<file path="src/rtl/seven_segment_if.sv">
// -----------------------------------------------------------------------------
// seven_segment_if
//
// Purpose:
//   Bundles the digit-code inputs and the segment outputs of one seven-segment
//   digit. The upstream digit-selection/counter logic is the master. The
//   decoder is the slave.
//
// Signals:
//   en          update enable (master -> slave)
//   s3..s0      4-bit digit code, s3 = MSB (master -> slave)
//   a..g        segment lines, physical polarity (slave -> master)
// -----------------------------------------------------------------------------
interface seven_segment_if;
  logic en;
  logic s3;
  logic s2;
  logic s1;
  logic s0;
  logic a;
  logic b;
  logic c;
  logic d;
  logic e;
  logic f;
  logic g;

  modport master (
    output en, s3, s2, s1, s0,
    input  a, b, c, d, e, f, g
  );

  modport slave (
    input  en, s3, s2, s1, s0,
    output a, b, c, d, e, f, g
  );
endinterface

</file>
<file path="src/rtl/seven_segment.sv">
// -----------------------------------------------------------------------------
// seven_segment
//
// Purpose:
//   Registered BCD/hex to seven-segment decoder for one display digit. The
//   4-bit code on s3..s0 is decoded combinationally. The result is registered
//   on the rising clk edge while en is high, so the display pins change only
//   on clock edges.
//
// Ports:
//   clk         system clock, rising edge
//   rst         asynchronous, active-high reset
//   bus         seven_segment_if.slave: en, s3..s0 in; a..g out
//
// Parameters:
//   ACTIVE_LOW  0 = lit segment drives 1 (common cathode)
//               1 = all outputs inverted (common anode)
//   RESET_BLANK 1 = all segments off after reset
//               0 = reset shows the digit-0 pattern
//
// Build option:
//   SEVENSEG_HEX_EN  when defined, codes 10-15 show the hex glyphs A b C d E F.
//                    When undefined, those codes are blanked.
// -----------------------------------------------------------------------------
module seven_segment #(
  parameter bit ACTIVE_LOW  = 1'b0,
  parameter bit RESET_BLANK = 1'b1
) (
  input  logic            clk,
  input  logic            rst,
  seven_segment_if.slave  bus
);

  // Logical patterns are ordered {a,b,c,d,e,f,g}. A 1 means the segment is lit.
  localparam logic [6:0] SEG_BLANK = 7'b000_0000;
  localparam logic [6:0] SEG_0     = 7'b111_1110;

  // Polarity is folded in before the register. This keeps the pins driven
  // straight from flops and applies the inversion to the reset value as well.
  localparam logic [6:0] POL_MASK  = {7{ACTIVE_LOW}};
  localparam logic [6:0] RST_VALUE = (RESET_BLANK ? SEG_BLANK : SEG_0) ^ POL_MASK;

  logic [3:0] code;
  logic [6:0] pattern;   // logical decode of the current code
  logic [6:0] seg_d;
  logic [6:0] seg_q;     // physical pattern currently on the pins

  assign code = {bus.s3, bus.s2, bus.s1, bus.s0};

  always_comb begin
    pattern = SEG_BLANK;
    case (code)
      4'd0:  pattern = 7'b111_1110;
      4'd1:  pattern = 7'b011_0000;
      4'd2:  pattern = 7'b110_1101;
      4'd3:  pattern = 7'b111_1001;
      4'd4:  pattern = 7'b011_0011;
      4'd5:  pattern = 7'b101_1011;
      4'd6:  pattern = 7'b101_1111;
      4'd7:  pattern = 7'b111_0000;
      4'd8:  pattern = 7'b111_1111;
      4'd9:  pattern = 7'b111_1011;
`ifdef SEVENSEG_HEX_EN
      4'd10: pattern = 7'b111_0111;  // A
      4'd11: pattern = 7'b001_1111;  // b
      4'd12: pattern = 7'b100_1110;  // C
      4'd13: pattern = 7'b011_1101;  // d
      4'd14: pattern = 7'b100_1111;  // E
      4'd15: pattern = 7'b100_0111;  // F
`else
      // Decimal-only build: codes that are not valid digits show nothing.
      default: pattern = SEG_BLANK;
`endif
    endcase
  end

  // Hold the current pins while en is low.
  always_comb begin
    seg_d = seg_q;
    if (bus.en) begin
      seg_d = pattern ^ POL_MASK;
    end
  end

  always_ff @(posedge clk or posedge rst) begin
    if (rst) begin
      seg_q <= RST_VALUE;
    end else begin
      seg_q <= seg_d;
    end
  end

  assign bus.a = seg_q[6];
  assign bus.b = seg_q[5];
  assign bus.c = seg_q[4];
  assign bus.d = seg_q[3];
  assign bus.e = seg_q[2];
  assign bus.f = seg_q[1];
  assign bus.g = seg_q[0];

endmodule

</file>
<file path="src/flat_wrapper.sv">
// flat-port wrapper written by rule: the top's interface ports become plain ports
module seven_segment_flat 
#(
  parameter bit ACTIVE_LOW  = 1'b0,
  parameter bit RESET_BLANK = 1'b1
)
  (clk, rst, bus_en, bus_s3, bus_s2, bus_s1, bus_s0, bus_a, bus_b, bus_c, bus_d, bus_e, bus_f, bus_g);
  seven_segment_if bus_i ();
  input  logic clk;
  input  logic rst;
  input wire logic [$bits(bus_i.en)-1:0] bus_en;
  input wire logic [$bits(bus_i.s3)-1:0] bus_s3;
  input wire logic [$bits(bus_i.s2)-1:0] bus_s2;
  input wire logic [$bits(bus_i.s1)-1:0] bus_s1;
  input wire logic [$bits(bus_i.s0)-1:0] bus_s0;
  output wire logic [$bits(bus_i.a)-1:0] bus_a;
  output wire logic [$bits(bus_i.b)-1:0] bus_b;
  output wire logic [$bits(bus_i.c)-1:0] bus_c;
  output wire logic [$bits(bus_i.d)-1:0] bus_d;
  output wire logic [$bits(bus_i.e)-1:0] bus_e;
  output wire logic [$bits(bus_i.f)-1:0] bus_f;
  output wire logic [$bits(bus_i.g)-1:0] bus_g;
  assign bus_i.en = bus_en;
  assign bus_i.s3 = bus_s3;
  assign bus_i.s2 = bus_s2;
  assign bus_i.s1 = bus_s1;
  assign bus_i.s0 = bus_s0;
  assign bus_a = bus_i.a;
  assign bus_b = bus_i.b;
  assign bus_c = bus_i.c;
  assign bus_d = bus_i.d;
  assign bus_e = bus_i.e;
  assign bus_f = bus_i.f;
  assign bus_g = bus_i.g;
  seven_segment #(.ACTIVE_LOW(ACTIVE_LOW), .RESET_BLANK(RESET_BLANK)) u_core (.clk(clk), .rst(rst), .bus(bus_i));
endmodule
</file>
<file path="config.mk">
export PLATFORM = sky130hd
export DESIGN_NAME = seven_segment_flat
export DESIGN_NICKNAME = d
export VERILOG_FILES = /design/src/rtl/seven_segment_if.sv /design/src/rtl/seven_segment.sv /design/src/flat_wrapper.sv
export SDC_FILE = /design/constraint.sdc
export NUM_CORES = 1
export LEC_CHECK = 0
export BUFFER_PORTS_ARGS = -buffer_cell sky130_fd_sc_hd__buf_2
export CAP_MARGIN = 0
export CELL_PAD_IN_SITES_DETAIL_PLACEMENT = 1
export CELL_PAD_IN_SITES_GLOBAL_PLACEMENT = 2
export CORE_AREA = 2 2 43 45
export DETAILED_ROUTE_END_ITERATION = 16
export DIE_AREA = 0 0 45 47
export GPL_TIMING_DRIVEN = 0
export PLACE_DENSITY = 0.76
export SLEW_MARGIN = 40
export SYNTH_ARGS = -nofsm -noshare
export SYNTH_HDL_FRONTEND = slang
export SYNTH_SLANG_ARGS = --single-unit
</file>
<file path="constraint.sdc">
create_clock -name clk -period 1 [get_ports clk]
set_input_delay 0.1 -clock clk [delete_from_list [all_inputs] [get_ports clk]]
set_output_delay 0.1 -clock clk [all_outputs]
set_load 0.005 [all_outputs]
</file>
==> impl_metrics.py, run 1 <==
metrics = {
    "outcome": {
        "status": "finished, final reports clean",
    },
    "worst_setup_path": {
        "cpLargestDelayFamily": "flip-flops",
        "path_cells": "buf_2",
        "crit_required_ps": 900,
        "critPathMaxFanout": 2,
        "worst_setup_path_end_kind": "primary output",
        "start_kind": "register",
        "critical_path_class": "register to primary output",
        "ff2ff_setup_slack_ps": 320,
        "slowest_delay_ps": 380,
        "path_buf_inv": 1,
        "critPathArrivalTime_ps": 760,
        "slowest_stage": "dfrtp_1",
    },
    "die": {
        "ios": 14,
        "die_h_um": 47,
        "initial_core_util_pct": 27.9,
        "core_um2": 1650,
        "row_count": 15,
        "die_area_um2": 2120,
        "fp.dieW_um": 45,
    },
    "routing": {
        "via_per_inst": 4.59,
        "antenna_left": 0,
        "vias": 376,
        "drt_iter0_drc": 1,
        "dr.pass1.iters": 3,
        "wl_per_cell_um": 11.5,
        "drc_errors": 0,
        "wl_um": 946,
    },
    "clocking": {
        "ctsRootBufferMaster": "clkbuf_4",
        "numClockSinks": 7,
        "cts_buffers": 3,
        "cts_tree": "done",
        "cts_setup_buffers": 0,
        "clock_latency_ps": 250,
        "clockBufferDepth": 2,
        "htree_num_levels": 1,
        "clkTransAtPathRegs_ps": 50,
    },
    "placement": {
        "gp_congestion": 0.682,
        "dp_hpwl_um": 751,
        "placed_area_um2": 542,
        "port_buffers": 12,
        "dp_slack_ps": -148,
    },
    "power": {
        "pwr_density_cell_nw_per_um2": 1310,
        "power.share.combinational_pct": 22.2,
        "p_switching_w": 0.000209,
        "leakage_nw": 0.308,
        "ir_drop_mv": 0.317,
        "p_sw_share_pct": 27.7,
        "clockPowerShare_pct": 33.8,
        "internal_power_w": 0.000546,
        "seq_power_share_pct": 43.9,
        "p_total_w": 0.000755,
    },
    "timing": {
        "slew_headroom_pct": 77.7,
        "finClkSkew_ps": 0,
        "rsz0062_at_grt": "no",
        "hold_viol": 0,
        "period_share_pct": 85.6,
        "worst_slack_ps": 144,
        "max_freq_mhz": 1170,
        "min_period_ps": 856,
        "tightest_slew_ps": 332,
        "finalSetupViolations": 0,
        "drv_slew": 0,
    },
    "logic_synthesis": {
        "yosys_warnings": 0,
        "avgSynthCellArea_um2": 9.59,
        "synthCells": 48,
        "ys_ff_latch": 7,
        "syn-num-nets": 61,
        "netlist_area_um2": 460,
        "yosysSeqAreaShare_pct": 38.0,
        "synth_cell_type_count": 18,
    },
    "grt": {
        "grt_max_degree": 11,
        "grt_pass1_vias": 385,
        "grt_overflow": 0,
        "grtUsageTotal_pct": 10.7,
        "grt_pass1_wl_um": 1580,
        "antenna_found_initial": 0,
    },
    "final_layout": {
        "fin_nets": 79,
        "fill_cells": 205,
        "syn2layout_area_growth_pct": 25.5,
        "drive_gt1_share_pct": 30.8,
        "regMostFlops": "u_core.seg_q",
        "stdcell_area_um2": 578,
        "reg_top3": "u_core.seg_q (7)",
        "diodes": 0,
        "largest_reg_flops": 7,
    },
    "flow_run": {
        "drv_cap": 0,
    },
    "min_path": {
        "min_path_type": "primary input to register",
    },
}
-- metrics by stage --
step / cells / hold slack (ps) / setup TNS, ps / utilization (%)
2_1_floorplan: 48 / -96.6 / 0 / -
5_1_grt: 82 / 237 / 0 / 35.0
3_3_place_gp: 77 / 32.3 / -449 / 32.8
3_5_place_dp: 77 / 42.2 / -498 / 32.8
4_1_cts: 82 / 194 / 0 / 35.0
6_report: 82 / 199 / 0 / 35.0
-- layout by cell type (no fill, tap or decap) --
| cell type | instances |
|---|---|
| o221ai_2 | 2 |
| nand3_1 | 1 |
| nand2b_1 | 3 |
| clkbuf_4 | 3 |
| o21ai_1 | 1 |
| a211o_1 | 1 |
| ha_1 | 6 |
| o311ai_1 | 1 |
| nor2_1 | 2 |
| o21ai_0 | 2 |
| inv_1 | 11 |
| a21oi_1 | 2 |
| dfrtp_1 | 7 |
| buf_2 | 14 |
| inv_2 | 1 |
| o31ai_1 | 1 |
| o22a_1 | 2 |
| mux2i_1 | 1 |
| o211ai_1 | 1 |
| a221oi_1 | 1 |
| clkbuf_1 | 1 |
| dlygate4sd3_1 | 1 |
-- repair_timing --
action	in CTS	in global routing
hold endpoints to repair	7	0
hold buffers	1	0
endpoints found under the setup margin	0	2
gates resized for setup	0	2
-- synthesized netlist by cell type --
cell type / n / share of area (%)
a221oi_1: 1 / 1.9
nand2b_1: 3 / 4.1
o31ai_1: 1 / 1.6
o211ai_1: 1 / 1.6
o22a_1: 2 / 3.8
inv_2: 1 / 0.81
dfrtp_1: 7 / 38
buf_2: 2 / 2.2
nor2_1: 2 / 1.6
o221ai_2: 2 / 6.5
o21ai_0: 3 / 3.3
inv_1: 11 / 9.0
a211o_1: 1 / 1.9
a21oi_1: 2 / 2.2
mux2i_1: 1 / 2.2
ha_1: 6 / 16
nand3_1: 1 / 1.1
o311ai_0: 1 / 1.9
-- per-layer routing --
| layer | vias to the layer above | global-route usage [%] | routed length [µm] |
|---|---|---|---|
| li1 | 199 | - | - |
| met1 | 166 | 13.0 | 458 |
| met2 | 9 | 16.0 | 423 |
| met3 | 2 | 2.69 | 59 |
| met4 | 0 | 8.82 | 5 |
| met5 | - | 0 | 0 |
-- cells by family after synthesis --
logic type	count (synthesis)	share of synthesized area, %
compound gates	14	24.7
fa+ha+maj	6	16.3
buf+inv	14	12.0
flops	7	38.0
mux	1	2.17
simple gates	6	6.79
-- power groups by stage --
stage | clock network (W) | registers, W | logic, W
after floorplan | 0 | 0.000341 | 0.0000919
after global placement | 0 | 0.000335 | 0.000164
after detailed placement | 0 | 0.000338 | 0.000166
after CTS | 0.000274 | 0.000333 | 0.000170
after global routing | 0.000287 | 0.000336 | 0.000199
final | 0.000256 | 0.000332 | 0.000168
-- layout make-up --
type                       instances  area [µm²]  area share (%)
multi-input combinational         27         230            39.8
sequential                         7         175            30.3
timing repair buffer              13        70.1            12.1
inverter                          12        45.0            7.79
clock buffer                       4        26.3            4.55
tap                               17        21.3            3.68
buffer                             2        10.0            1.73
-- final timing paths --
kind | from | end | cells after the start
worst min register to register | u_core.seg_q[0] | u_core.seg_q[0] | 1
worst min-delay path | bus_en | u_core.seg_q[2] | 4
worst max-delay path | u_core.seg_q[2] | bus_e | 1
min in group asynchronous | rst | u_core.seg_q[2] | 3
max in group asynchronous | rst | u_core.seg_q[3] | 3
worst max register to register | u_core.seg_q[1] | u_core.seg_q[1] | 1
Power figures use the tool's default switching activity.
==> run 2, diff against run 1 <==
--- a/config.mk
+++ b/config.mk
@@ -5,16 +5,17 @@
 export SDC_FILE = /design/constraint.sdc
 export NUM_CORES = 1
 export LEC_CHECK = 0
+export ABC_AREA = 1
 export BUFFER_PORTS_ARGS = -buffer_cell sky130_fd_sc_hd__buf_2
 export CAP_MARGIN = 0
 export CELL_PAD_IN_SITES_DETAIL_PLACEMENT = 1
 export CELL_PAD_IN_SITES_GLOBAL_PLACEMENT = 2
-export CORE_AREA = 2 2 43 45
+export CORE_AREA = 2 2 44 46
 export DETAILED_ROUTE_END_ITERATION = 16
-export DIE_AREA = 0 0 45 47
+export DIE_AREA = 0 0 46 48
 export GPL_TIMING_DRIVEN = 0
-export PLACE_DENSITY = 0.76
-export SLEW_MARGIN = 40
+export PLACE_DENSITY = 0.75
+export SLEW_MARGIN = 20
 export SYNTH_ARGS = -nofsm -noshare
 export SYNTH_HDL_FRONTEND = slang
 export SYNTH_SLANG_ARGS = --single-unit
==> impl_metrics.py, run 2 <==
metrics = {
    "clocking": {
        "clockBufferDepth": 2,
        "cts_resized": 0,
        "cts_tree": "done",
        "hold_buffers": 1,
        "cts_setup_buffers": 0,
        "htree_num_levels": 1,
        "cts_buffers": 3,
        "clkTransAtPathRegs_ps": 50,
        "clock_latency_ps": 250,
        "numClockSinks": 7,
        "ctsRootBufferMaster": "clkbuf_4",
    },
    "logic_synthesis": {
        "yosysSeqAreaShare_pct": 39.8,
        "ys_ff_latch": 7,
        "synth_top_family_by_area": "simple AND/OR/NAND/NOR gates",
        "synth-xor-area-share_pct": 0,
        "synth-compound-area-share_pct": 12.5,
        "synth_top_area_share_pct": 39.8,
        "yosys-top-cells-count": "18 x nand2_1, 8 x nor2_1, 7 x dfrtp_1, 7 x inv_1",
        "synthMuxAreaShare_pct": 0,
        "synth_cell_type_count": 10,
        "yosys.area_share.adder_pct": 17.0,
        "yosys_warnings": 0,
        "async_flop_share_pct": 100,
        "synthSimpleGateAreaFrac_pct": 22.2,
        "avgSynthCellArea_um2": 7.86,
        "netlist_area_um2": 440,
        "synthCells": 56,
        "ys.flop_type": "dfrtp_1",
        "syn-num-nets": 69,
        "synth_edf_count": 0,
        "synth_area_leaders": "dfrtp_1 40%, ha_1 17%, nand2_1 15%",
        "yosysMostFrequentCell": "nand2_1",
        "yosysTopAreaCell": "dfrtp_1",
    },
    "timing": {
        "period_share_pct": 84.8,
        "worst_slack_ps": 152,
        "whs_ps": 110,
        "finalSetupViolations": 0,
        "finClkSkew_ps": 0,
        "min_period_ps": 848,
        "tightest_slew_ps": 258,
        "drv_slew": 0,
        "max_freq_mhz": 1180,
        "slew_headroom_pct": 82.8,
        "rsz0062_at_grt": "no",
        "hold_viol": 0,
    },
    "placement": {
        "place_inst": 85,
        "dp_slack_ps": -3.32,
        "gp_congestion": 0.644,
        "port_buffers": 12,
        "dp_hpwl_um": 721,
    },
    "worst_setup_path": {
        "rr_worst_depth": 2,
        "r2r_start": "u_core.seg_q[1]",
        "slowest_stage": "dfrtp_1",
        "critPathMaxFanout": 2,
        "path_buf_inv": 1,
        "critPathArrivalTime_ps": 750,
        "crit_cells": 1,
        "slowest_delay_ps": 370,
        "cpLargestDelayFamily": "flip-flops",
        "crit_start": "u_core.seg_q[4]",
        "crit_required_ps": 900,
        "path_cells": "buf_2",
        "start_kind": "register",
        "critical_path_class": "register to primary output",
        "worst_setup_path_end_kind": "primary output",
    },
    "routing": {
        "antenna_left": 0,
        "via_per_inst": 4.46,
        "drt_iter0_drc": 7,
        "wl_per_cell_um": 9.97,
        "vias": 401,
        "wl_um": 897,
        "drc_errors": 0,
        "dr.pass1.iters": 3,
    },
    "final_layout": {
        "mostFrequentLayoutCell": "nand2_1",
        "syn2layout_area_growth_pct": 26.7,
        "largest_reg_flops": 7,
        "drive_gt1_share_pct": 24.7,
        "fin_nets": 87,
        "fill_cells": 215,
        "instances_no_fill": 90,
        "multiInputGateArea_um2": 228,
        "final_cell_mix": "18 x nand2_1, 12 x buf_2, 8 x nor2_1",
        "diodes": 0,
        "regMostFlops": "u_core.seg_q",
        "area.sequential_um2": 175,
        "reg_top3": "u_core.seg_q (7)",
    },
    "die": {
        "core_um2": 1690,
        "row_count": 15,
        "die_area_um2": 2210,
        "ios": 14,
        "fp.dieW_um": 46,
        "initial_core_util_pct": 26.1,
        "die_h_um": 48,
    },
    "power": {
        "pwr_density_cell_nw_per_um2": 1320,
        "leakage_nw": 0.315,
        "ir_drop_mv": 0.847,
    },
    "grt": {
        "grt_pass1_wl_um": 1390,
        "grt_overflow": 0,
        "grt_max_degree": 10,
        "grt_pass1_vias": 369,
        "antenna_found_initial": 0,
        "grtUsageTotal_pct": 9.51,
    },
    "min_path": {
        "holdPathStages": 2,
        "min_path_type": "primary input to register",
        "min-delay-start": "bus_en",
    },
    "flow_run": {
        "drv_cap": 0,
    },
    "outcome": {
        "status": "finished, final reports clean",
    },
}
[run 2: cell types whose count changed in the layout (fill, tap and decap cells not counted), moves of 3 or more]
| cell | change |
|---|---|
| nand2_1 | +18 |
| inv_1 | -4 |
| nand2b_1 | -3 |
| a21oi_1 | +4 |
| nor2_1 | +6 |
[run 2: where the power goes]
part           internal [W]  switching, W
clock              0.000152      0.000103
sequential         0.000315     0.0000140
combinational     0.0000672     0.0000842
total              0.000534      0.000201
[run 2: final timing paths]
kind / end / slack (ps)
max in group asynchronous: u_core.seg_q[3] / 480
hold / removal: u_core.seg_q[2] / 110
min in group asynchronous: u_core.seg_q[4] / 310
setup / recovery: bus_c / 150
setup reg to reg: u_core.seg_q[1] / 360
hold reg to reg: u_core.seg_q[3] / 520
[run 2: cells by family after synthesis]
kind of cell | Yosys count
AO/OA/AOI/OAI | 8
adder cells (fa/ha/maj) | 6
buffers and inverters | 9
flip-flops | 7
AND/OR/NAND/NOR | 26
[run 2: cell type report]
cell class,count,share of cell area [%]
flip-flops and latches,7,31.4
repair buffers,13,12.6
plain buffers,1,1.35
multi-input cells,40,40.8
clock buffers,4,4.71
well taps,17,3.81
inverters,8,5.38
[run 2: metrics by stage]
stage / utilization, % / setup TNS (ps) / cell area, µm² / total power (W)
after floorplan: - / 0 / 440 / 0.000420
after global placement: 30.9 / 0 / 522 / 0.000486
after detailed placement: 30.9 / -3.32 / 522 / 0.000486
after CTS: 33.0 / 0 / 558 / 0.000747
after global routing: 33.0 / 0 / 558 / 0.000797
final: 33.0 / 0 / 558 / 0.000735
[run 2: worst register-to-register path, stage by stage (launching register included)]
cell and delay (ps):
dfrtp_1 370, nor2_1 110, a21oi_1 40
[run 2: per-layer routing]
metal  track usage [%]  routed length, µm  vias to the layer above  part of all wire, %
met4              3.43                  0                        0                    0
met2              15.6                463                       10                   52
met5                 0                  0                        -                    0
met1              9.48                379                      186                   42
li1                  -                  -                      205                    -
met3              6.79                 54                        0                  6.0
==> run 3, diff against run 2 <==
--- a/config.mk
+++ b/config.mk
@@ -10,11 +10,11 @@
 export CAP_MARGIN = 0
 export CELL_PAD_IN_SITES_DETAIL_PLACEMENT = 1
 export CELL_PAD_IN_SITES_GLOBAL_PLACEMENT = 2
-export CORE_AREA = 2 2 44 46
+export CORE_AREA = 2 2 45 47
 export DETAILED_ROUTE_END_ITERATION = 16
-export DIE_AREA = 0 0 46 48
+export DIE_AREA = 0 0 47 49
 export GPL_TIMING_DRIVEN = 0
-export PLACE_DENSITY = 0.75
+export PLACE_DENSITY = 0.72
 export SLEW_MARGIN = 20
 export SYNTH_ARGS = -nofsm -noshare
 export SYNTH_HDL_FRONTEND = slang
==> constraint.sdc (replaced) <==
create_clock -name clk -period 0.84 [get_ports clk]
set_input_delay 0.084 -clock clk [delete_from_list [all_inputs] [get_ports clk]]
set_output_delay 0.084 -clock clk [all_outputs]
set_load 0.005 [all_outputs]
==> impl_metrics.py, run 3 (synthesized netlist as in run 2, its figures left out) <==
metrics = {
    "outcome": {
        "status": "finished, final reports clean",
    },
    "timing": {
        "finalSetupViolations": 0,
        "period_share_pct": 99.6,
        "whs_ps": 102,
        "finalSetupTns_ps": 0,
        "drv_slew": 0,
        "hold_viol": 0,
        "rsz0062_at_grt": "yes",
        "finClkSkew_ps": 0,
        "tightest_slew_ps": 288,
        "max_freq_mhz": 1200,
        "slew_headroom_pct": 80.8,
        "min_period_ps": 837,
    },
    "grt": {
        "grt_pass1_vias": 430,
        "grt_max_degree": 10,
        "grtUsageTotal_pct": 10.4,
        "grt_pass1_wl_um": 1720,
        "grt_overflow": 0,
        "antenna_found_initial": 0,
    },
    "clocking": {
        "ctsRootBufferMaster": "clkbuf_4",
        "clkTransAtPathRegs_ps": 50,
        "clock_latency_ps": 250,
        "numClockSinks": 7,
        "clockBufferDepth": 2,
        "cts_buffers": 3,
        "cts_tree": "done",
        "htree_num_levels": 1,
    },
    "worst_setup_path": {
        "slowest_delay_ps": 370,
        "rr_worst_depth": 3,
        "crit_required_ps": 760,
        "cpLargestDelayFamily": "flip-flops",
        "critical_path_class": "register to primary output",
        "path_buf_inv": 1,
        "worst_setup_path_end_kind": "primary output",
        "reg2reg_to": "u_core.seg_q[2]",
        "start_kind": "register",
        "critPathArrivalTime_ps": 750,
        "path_cells": "buf_2",
        "critPathMaxFanout": 2,
        "ff2ff_setup_slack_ps": 110,
        "slowest_stage": "dfrtp_1",
        "r2r_start": "u_core.seg_q[2]",
    },
    "power": {
        "internal_power_w": 0.000643,
        "p_sw_share_pct": 27.9,
        "p_switching_w": 0.000249,
        "seq_power_share_pct": 43.9,
        "clockPowerShare_pct": 34.4,
        "power.share.combinational_pct": 21.8,
        "ir_drop_mv": 0.921,
        "p_total_w": 0.000892,
        "pwr_density_cell_nw_per_um2": 1530,
        "leakage_nw": 0.320,
    },
    "final_layout": {
        "drive_gt1_share_pct": 27.0,
        "largest_reg_flops": 7,
        "regMostFlops": "u_core.seg_q",
        "fin_nets": 88,
        "fill_cells": 249,
        "syn2layout_area_growth_pct": 32.1,
        "instances_no_fill": 101,
        "final_cell_mix": "18 x nand2_1, 12 x buf_2, 8 x nor2_1",
        "mostFrequentLayoutCell": "nand2_1",
        "reg_top3": "u_core.seg_q (7)",
        "diodes": 0,
    },
    "die": {
        "die_area_um2": 2300,
        "initial_core_util_pct": 23.9,
        "fp.dieW_um": 47,
        "row_count": 16,
        "core_um2": 1840,
        "die_h_um": 49,
        "ios": 14,
    },
    "routing": {
        "via_per_inst": 3.91,
        "wl_um": 952,
        "antenna_left": 0,
        "wl_per_cell_um": 9.43,
        "vias": 395,
        "drc_errors": 0,
        "drt_iter0_drc": 4,
        "dr.pass1.iters": 2,
    },
    "min_path": {
        "holdPathStages": 2,
        "hold_end": "u_core.seg_q[2]",
        "min-delay-start": "bus_en",
        "min_path_type": "primary input to register",
    },
    "flow_run": {
        "drv_cap": 0,
    },
    "placement": {
        "port_buffers": 12,
        "gp_congestion": 0.693,
        "place_inst": 95,
        "dp_hpwl_um": 750,
    },
}
[run 3: power groups by stage]
stage | clock network, W | registers (W) | logic (W)
5_1_grt | 0.000341 | 0.000396 | 0.000229
6_report | 0.000307 | 0.000391 | 0.000194
4_1_cts | 0.000326 | 0.000391 | 0.000196
2_1_floorplan | 0 | 0.000403 | 0.0000972
3_5_place_dp | 0 | 0.000398 | 0.000184
3_3_place_gp | 0 | 0.000396 | 0.000183
[run 3: worst max path at each step]
stage,slack [ps],endpoint,start,cells after the start
floorplan,80,u_core.seg_q[3],bus_s0,6
global placement,-160,u_core.seg_q[3],bus_s1,7
detailed placement,-150,u_core.seg_q[3],bus_s1,7
CTS,-20,bus_b,u_core.seg_q[5],1
global route,-40,bus_c,u_core.seg_q[4],1
finish,3,bus_b,u_core.seg_q[5],1
[run 3: repair_timing]
action	CTS	global route
setup buffers	1	0
hold buffers	1	0
endpoints found under the hold margin	7	0
gates cloned	0	0
setup endpoints to repair	5	8
resized for setup	0	1
[run 3: metrics by stage]
step	setup slack (ps)	cell area [µm²]	utilization (%)
2_1_floorplan	78.7	440	-
3_3_place_gp	-155	534	29.0
3_5_place_dp	-148	534	29.0
4_1_cts	-16.2	578	31.4
5_1_grt	-38.1	582	31.6
6_report	3.21	582	31.6
[run 3: per-layer routing]
layer | part of all wire, % | track usage (%) | vias to the layer above | wire length (µm)
met4 | 0 | 2.78 | 0 | 0
li1 | - | - | 205 | -
met5 | 0 | 0 | - | 0
met3 | 3.2 | 5.56 | 0 | 30
met1 | 46 | 11.9 | 183 | 442
met2 | 50 | 16.4 | 7 | 479
[run 3: layout make-up]
class	instances	area, µm²	area share (%)
Timing Repair Buffer	14	77.6	13.3
Buffer	1	7.51	1.29
Clock buffer	4	26.3	4.52
Inverter	8	30.0	5.16
Sequential cell	7	175	30.1
Multi-Input combinational cell	40	231	39.8
Tap cell	27	33.8	5.81
